## src/rtl/sync_fifo_pkg.sv

```systemverilog
// Shared constants, sizing helper and status bundle for the parametrised synchronous FIFO.
// Optional first-word-fall-through read mode is selected with the SYNC_FIFO_FWFT_EN macro.
package sync_fifo_pkg;

    localparam int DEF_DATA_W = 8;
    localparam int DEF_DEPTH  = 16;

    // Occupancy needs one bit more than the pointers so that DEPTH itself is representable.
    function automatic int calc_cw(input int depth);
        return $clog2(depth) + 1;
    endfunction

    typedef struct packed {
        logic full;
        logic empty;
        logic almost_full;
        logic almost_empty;
        logic overflow;
        logic underflow;
    } fifo_status_t;

endpackage

```

## src/rtl/sync_fifo_mem.sv

```systemverilog
// FIFO storage: DEPTH x DATA_W array, synchronous write port, asynchronous read address.
module sync_fifo_mem
    import sync_fifo_pkg::*;
#(
    parameter int DATA_W = DEF_DATA_W,
    parameter int DEPTH  = DEF_DEPTH,
    parameter int AW     = $clog2(DEPTH)
) (
    input  logic              clk,
    input  logic              we,
    input  logic [AW-1:0]     waddr,
    input  logic [DATA_W-1:0] wdata,
    input  logic [AW-1:0]     raddr,
    output logic [DATA_W-1:0] rdata
);

    // Contents are deliberately left uninitialised; the pointers define what is valid.
    logic [DATA_W-1:0] mem [DEPTH];

    always_ff @(posedge clk) begin
        if (we) begin
            mem[waddr] <= wdata;
        end
    end

    assign rdata = mem[raddr];

endmodule

```

## src/rtl/sync_fifo_param.sv

```systemverilog
// Parametrised single-clock FIFO with occupancy count, programmable almost flags and error pulses.
// Define SYNC_FIFO_FWFT_EN for first-word-fall-through dout; otherwise dout is a registered read.
module sync_fifo_param
    import sync_fifo_pkg::*;
#(
    parameter int DATA_W = DEF_DATA_W,
    parameter int DEPTH  = DEF_DEPTH,
    parameter int AF_LVL = 14,
    parameter int AE_LVL = 2,
    localparam int AW    = $clog2(DEPTH),
    localparam int CW    = calc_cw(DEPTH)
) (
    input  logic              clk,
    input  logic              rst,
    input  logic              wr,
    input  logic              rd,
    input  logic [DATA_W-1:0] din,
    output logic [DATA_W-1:0] dout,
    output logic              full,
    output logic              empty,
    output logic              almost_full,
    output logic              almost_empty,
    output logic [CW-1:0]     count,
    output logic              overflow,
    output logic              underflow
);

    logic [AW-1:0]     wptr_q, wptr_d;
    logic [AW-1:0]     rptr_q, rptr_d;
    logic [CW-1:0]     count_q, count_d;
    logic              overflow_q, overflow_d;
    logic              underflow_q, underflow_d;
    logic              wr_ok, rd_ok;
    logic [DATA_W-1:0] rd_data;

    assign full         = (count_q == CW'(DEPTH));
    assign empty        = (count_q == '0);
    assign almost_full  = (count_q >= CW'(AF_LVL));
    assign almost_empty = (count_q <= CW'(AE_LVL));
    assign count        = count_q;
    assign overflow     = overflow_q;
    assign underflow    = underflow_q;

    // Acceptance uses the flags as they stand at the start of the cycle, so a
    // simultaneous wr/rd on an empty FIFO never reads the slot being written.
    assign wr_ok = wr & ~full;
    assign rd_ok = rd & ~empty;

    always_comb begin
        wptr_d      = wptr_q;
        rptr_d      = rptr_q;
        count_d     = count_q;
        overflow_d  = wr & full;
        underflow_d = rd & empty;
        if (wr_ok) begin
            wptr_d = wptr_q + AW'(1);
        end
        if (rd_ok) begin
            rptr_d = rptr_q + AW'(1);
        end
        unique case ({wr_ok, rd_ok})
            2'b10:   count_d = count_q + CW'(1);
            2'b01:   count_d = count_q - CW'(1);
            default: count_d = count_q;
        endcase
    end

    always_ff @(posedge clk) begin
        if (rst) begin
            wptr_q      <= '0;
            rptr_q      <= '0;
            count_q     <= '0;
            overflow_q  <= 1'b0;
            underflow_q <= 1'b0;
        end else begin
            wptr_q      <= wptr_d;
            rptr_q      <= rptr_d;
            count_q     <= count_d;
            overflow_q  <= overflow_d;
            underflow_q <= underflow_d;
        end
    end

    sync_fifo_mem #(
        .DATA_W (DATA_W),
        .DEPTH  (DEPTH),
        .AW     (AW)
    ) u_mem (
        .clk   (clk),
        .we    (wr_ok & ~rst),
        .waddr (wptr_q),
        .wdata (din),
        .raddr (rptr_q),
        .rdata (rd_data)
    );

`ifdef SYNC_FIFO_FWFT_EN
    assign dout = empty ? '0 : rd_data;
`else
    logic [DATA_W-1:0] dout_q, dout_d;

    always_comb begin
        dout_d = dout_q;
        if (rd_ok) begin
            dout_d = rd_data;
        end
    end

    always_ff @(posedge clk) begin
        if (rst) begin
            dout_q <= '0;
        end else begin
            dout_q <= dout_d;
        end
    end

    assign dout = dout_q;
`endif

endmodule

```

## config.mk

```make
export PLATFORM = sky130hd
export DESIGN_NAME = sync_fifo_param
export DESIGN_NICKNAME = d
export VERILOG_FILES = /design/src/rtl/sync_fifo_pkg.sv /design/src/rtl/sync_fifo_mem.sv /design/src/rtl/sync_fifo_param.sv
export SDC_FILE = /design/constraint.sdc
export NUM_CORES = 1
export LEC_CHECK = 0
export CAP_MARGIN = 20
export CORE_MARGIN = 3
export CORE_UTILIZATION = 35
export DETAILED_ROUTE_END_ITERATION = 7
export PLACE_DENSITY = 0.53
export SYNTH_ARGS = -nofsm -noshare
export SYNTH_HDL_FRONTEND = slang
export SYNTH_SLANG_ARGS = --single-unit
```

## constraint.sdc

```tcl
create_clock -name clk -period 3.36 [get_ports clk]
set_clock_uncertainty 0.15 [all_clocks]
set_input_delay 0.504 -clock clk [delete_from_list [all_inputs] [get_ports clk]]
set_output_delay 0.504 -clock clk [all_outputs]
set_load 0.1 [all_outputs]
```

==> After elaboration in Yosys (flattened, before gate mapping) <==
Memory sizes are Yosys's and may differ from the RTL's. A register that Yosys moved wholly into a read port is not among the register bits.
Index checks and enable logic that the tools add are counted.
{ "totals": {"register_bits": 15, "ram_bits": 128, "inputBits": 12, "output_inout_bits": 19, "wordCells": 28, "mem_count": 1} }
{ "mem_list": {"columns": ["name", "words", "word_bits", "rd", "rd_clocked_by_memory_dff", "write_ports", "line", "rtl"], "rows": [
  ["u_mem.mem", 16, 8, 1, 1, 1, "sync_fifo_mem.sv:18", "logic [DATA_W-1:0] mem [DEPTH];"]
]} }
{ "op_classes": {"n_addsub": 4, "n_lt_le_gt_ge": 2, "eq_ne": 3, "mux": 3, "bitwise": 8, "reduce_logical": 2} }
{ "ops": {"columns": ["op", "count"], "rows": [
  ["$pmux W5 S2", 1],
  ["$add A4 B1 Y4 const B", 2],
  ["$add A5 B1 Y5 const B", 1],
  ["$and A1 B1 Y1", 5],
  ["$eq A5 B5 Y1 const B", 1],
  ["$ge A5 B4 Y1 const B", 1],
  ["$le A5 B2 Y1 const B", 1],
  ["$logic_not A5 Y1", 1],
  ["$sub A5 B1 Y5 const B", 1],
  ["$not A1 Y1", 3],
  ["$eq A2 B1 Y1 const B", 1],
  ["$eq A2 B2 Y1 const B", 1],
  ["$mux W1", 2],
  ["$reduce_bool A2 Y1", 1]
]} }

==> Depth between registers and ports, before layout <==
{ "logic_depth": {"word_depth": 6, "depth_mapped": 11, "depth_no_buf": 11} }

==> By module <==
From an unflattened synthesis, not the netlist that was laid out.
{ "unflattened": {"cells_unflattened": 334, "hier_area_um2": 6087.1} }
{ "by_module_without_submodules": {"columns": ["mod", "n_inst", "cells_per_inst", "area_each_um2", "seq_area_each_um2"], "rows": [
  ["sync_fifo_mem", 1, 221, 4987.3, 3843.7],
  ["sync_fifo_param", 1, 113, 1099.8, 460.4]
]} }

==> Worst setup path before layout <==
No wires, ideal clock.
{ "synth_path": {"path_kind": "reg-to-output", "start": "reg count_q[1] (netlist: count[1])", "end": "out almost_empty", "arrival_ns": 5.552, "setup_slack_ns": -2.846, "path_stages_with_launch": 2, "n_path_buf": 0, "cell_sequence": "dfxtp_1 > a2111oi_0"} }
{ "synth_via": {"elab_chain_len": 1} }
{ "synth_rtl": {"columns": ["element", "line", "rtl"], "rows": [
  ["start, declared", "sync_fifo_param.sv:30", "logic [CW-1:0] count_q, count_d;"],
  ["start signal, assigned", "sync_fifo_param.sv:78", "count_q <= count_d;"],
  ["$le A5 B2 Y1", "sync_fifo_param.sv:39", "assign almost_empty = (count_q <= CW'(AE_LVL));"],
  ["end, declared", "sync_fifo_param.sv:22", "output logic almost_empty,"]
]} }
No other way between the ends.

==> Worst setup path in the final report <==
{ "layout_path": {"start": "reg count_q[0] (netlist: count[0])", "end": "reg count_q[4] (netlist: count[4])"} }
{ "layout_via": {"elab_chain_len": 5, "elab_cells_between_ends": 12} }
{ "layout_rtl": {"columns": ["element", "line", "rtl"], "rows": [
  ["$eq A5 B5 Y1 / $logic_not A5 Y1 (equally long branches)", "sync_fifo_param.sv:36, sync_fifo_param.sv:37", null],
  ["$not A1 Y1, on equally long branches", "sync_fifo_param.sv:46, sync_fifo_param.sv:47", null],
  ["$and A1 B1 Y1, on equally long branches", "sync_fifo_param.sv:46, sync_fifo_param.sv:47", null],
  ["$eq A2 B1 Y1 / $eq A2 B2 Y1 (equally long branches)", "sync_fifo_param.sv:61", "unique case ({wr_ok, rd_ok})"],
  ["$pmux W5 S2 / $reduce_bool A2 Y1 (equally long branches)", null, null]
]} }
Several ways; a longest one is shown, not always the timed one.
A chain may end at the register's enable or synchronous reset.

==> results.ini <==
[status]
outcome=finished clean

[job]
max-cap-violations=0

[worst_setup_path]
critical_path_max_stage_delay_ns=0.39
worst-path-buf-inv=3
worstPathCellList=nor4_1 > buf_4 > a21boi_2 > inv_1 > ha_1 > inv_1 > fa_1 > nor2b_1 > o21ai_0 > nand3_1 > or3b_1 > mux2_1
timing.critical_path.required_ns=3.50
r2r_setup_slack_ns=0.32
setup.worst_path.start_class=register
end_kind=register
worst_path_most_repeated_cell=inv_1
crit_family=simple AND/OR/NAND/NOR gates
rr_startpoint=count[0]$_SDFFE_PP0P_
path_class=reg -> reg
r2r-end=count[4]$_SDFFE_PP0P_
r2r_cells=12
critPathSlowestCell=fa_1
crit_fanout=7
critPathArrivalTime_ns=3.19

[floorplan]
die-area_um2=18800
initial_utilization_pct=36.0
placeableCoreArea_um2=16700
die_height_um=137
die_width_um=137
ioPinCount=31
rows=47

[min_path]
hold_wc_path_type=reg -> reg
hp-start=dout[0]$_SDFFE_PP0P_
hold_path_endpoint=dout[0]$_SDFFE_PP0P_
whs_path_depth=2

[final_layout]
fin_area_um2=7220
area_growth_syn_to_layout_pct=19.9
num-nets-final=445
antenna-diode-count=0
drive_above_1_share_pct=21.8

[clocking]
clk_pin_slew_ns=0.06
ctsHoldBuffers=0
htreeDepth=4
clk_root_buffer_cell=clkbuf_16
post-cts-setup-buffer-count=0
ctsResizeCount=0
clock_sink_count=151
clock_insertion_delay_worst_skew_ns=0.41
cts_made_buffers=17
clock_path_buffers=2
tritoncts_clock_tree=done

[yosys]
syn_avg_cell_area_um2=16.2
synth_top_area_cell=edfxtp_1
synth_nets=394
ys_ff_latch=151
synth.distinct_cells=37
yosys_warnings=0
netlist_instances=372
yosys_most_used_dff=edfxtp_1
post_synth_main_area_contributors=edfxtp_1, dfxtp_1, mux4_2, mux2i_1, nor2_1
fraction_of_post_synthesis_cell_area_in_the_top_cell_type_by_area_pct=63.9
synth_enable_flop_cells=128
synth_sequential_area_ratio_pct=71.5
synth_area_um2=6020
synthArstFlopShare_pct=0

[routing]
avgRoutedWirePerCell_um=18.8
dr_wl_met3_um=554
met1Wirelength_mm=5.93
routed_wirelength_mm=12.3
vias_per_cell=4.90
wl_met2_mm=5.71
drt_first_iter_violations=262
drc=0
route.vias.total=3214
top_layer_used_by_detailed_routing=met4
drt_first_pass_iters=4
final_antenna_net_count=0

[place]
post_dp_cell_area_um2=6630
place.gp.congestion=0.755
dp_hpwl_mm=8.08
port_buffers=30

[pwr]
worst_ir_drop_vdd_v=0.000713
power_leakage_uw=0.00234
pwr_density_cell_nw_per_um2=812

[timing]
hold_violations=0
maxClockFrequency_mhz=328
final_min_period_over_clock_period_pct=90.6
timing.final.crit_period_ns=3.04
finalSetupTns_ns=0
report.final.setup_viol=0
maxSlewHeadroom_pct=35.8
worst_pin_slew_ns=0.959
timing.hold.ws_ns=0.348
rsz0062_at_grt=no
final-max-slew-violation-count=0

[global_routing]
grt_pass1_wl_mm=18.7
gr-usage-all-layers_pct=13.9
grt_max_degree=35
grt_pass1_vias=3158
antenna_found_initial=0
overflow_left_after_global_routing=0

kinds of logic after synthesis:
logic type / Yosys count / synth area share [%]
muxes: 51 / 11.8
xor gates and xnor gates: 8 / 1.16
and+or+nand+nor: 81 / 6.03
adders and majority gates: 10 / 2.20
AOI/OAI and AO/OA: 42 / 4.91
buffers and inverters: 29 / 2.33
DFF: 151 / 71.5
placed cells by master, fill, tap and decap left out, types with 2 or more instances in the layout:
| cell type | netlist | layout |
|---|---|---|
| edfxtp_1 | 128 | 128 |
| nor2_1 | 46 | 46 |
| buf_4 | 1 | 40 |
| mux2i_1 | 34 | 34 |
| clkbuf_16 | 0 | 17 |
| dfxtp_1 | 23 | 17 |
| mux4_2 | 16 | 16 |
| o22ai_1 | 16 | 16 |
| clkdlybuf4s50_1 | 0 | 13 |
| nand2_1 | 12 | 12 |
| ha_1 | 9 | 9 |
| inv_1 | 8 | 8 |
| a22oi_1 | 8 | 8 |
| a311oi_1 | 8 | 8 |
| nor3_1 | 6 | 6 |
| dfxtp_2 | 0 | 6 |
| xor2_1 | 5 | 5 |
| a21oi_1 | 5 | 5 |
| nor2b_1 | 4 | 4 |
| clkinv_2 | 0 | 4 |
| nand3_1 | 3 | 3 |
| xnor2_1 | 3 | 3 |
| clkinvlp_4 | 0 | 3 |
| bufinv_16 | 0 | 3 |
| a21boi_2 | 1 | 2 |
| nand2b_1 | 2 | 2 |
| nand4_1 | 2 | 2 |
| clkinv_1 | 0 | 2 |
layout make-up:
class	instances	area, µm²
Fill cell	1511	9480
Sequential cell	151	4310
Multi-Input combinational cell	192	1580
Timing Repair Buffer	53	430
Clock buffer	18	429
Tap cell	220	275
Clock inverter	14	158
Inverter	8	30.0
state kept, by name, indices dropped and copies added (netlist names):
register   flops
overflow       1
dout           8
u_mem.mem    128
underflow      1
wptr_q         4
rptr_q         4
count          5
cells in the mapped netlist, types with 2 or more instances:
library cell  count
buf_6             2
edfxtp_1        128
nand4_1           2
mux4_2           16
buf_2            10
inv_1             8
buf_1             3
dfxtp_1          23
nand2_1          12
nor2b_1           4
a311oi_1          8
o22ai_1          16
nor2_1           46
nor3_1            6
nand3_1           3
xor2_1            5
xnor2_1           3
nand2b_1          2
a22oi_1           8
clkbuf_1          5
mux2i_1          34
ha_1              9
a21oi_1           5
where the power goes:
| part | leakage (µW) | internal, µW | switching, µW |
|---|---|---|---|
| clock network | 0.000281 | 1160 | 704 |
| registers | 0.00134 | 2150 | 95.4 |
| logic | 0.000719 | 468 | 1280 |
worst max-delay path by stage:
stage | start | end | slack, ns | depth (start not counted)
floorplan | count[1]$_SDFFE_PP0P_ | almost_empty | 0.15 | 1
global placement | wr | count[4]$_SDFFE_PP0P_ | 0.18 | 10
detailed placement | wr | count[4]$_SDFFE_PP0P_ | 0.09 | 11
CTS | count[0]$_SDFFE_PP0P_ | count[4]$_SDFFE_PP0P_ | 0.31 | 12
global route | count[0]$_SDFFE_PP0P_ | count[4]$_SDFFE_PP0P_ | 0.10 | 12
finish | count[0]$_SDFFE_PP0P_ | count[4]$_SDFFE_PP0P_ | 0.32 | 12
metrics by stage:
step / std cells / util, % / worst slack, ns / power [µW]
floorplan: 372 / - / 0.146 / 3640
global placement: 624 / 39.7 / 0.178 / 4040
detailed placement: 624 / 39.7 / 0.0884 / 4050
CTS: 656 / 43.2 / 0.306 / 5930
global route: 656 / 43.2 / 0.103 / 6120
finish: 656 / 43.2 / 0.315 / 5860
worst min-delay path, delay by kind of cell (launching register included):
family | cells | cell delay, ns
flip-flops | 1 | 0.31
AO/OA/AOI/OAI | 1 | 0.05
AND/OR/NAND/NOR | 1 | 0.09
per-layer routing:
metal	track usage [%]	vias to the layer above
met3	4.23	9
met2	21.1	62
met1	19.3	1607
li1	-	1536
met5	0	-
met4	4.16	0
Note: power is estimated with default switching activity, not from simulation.
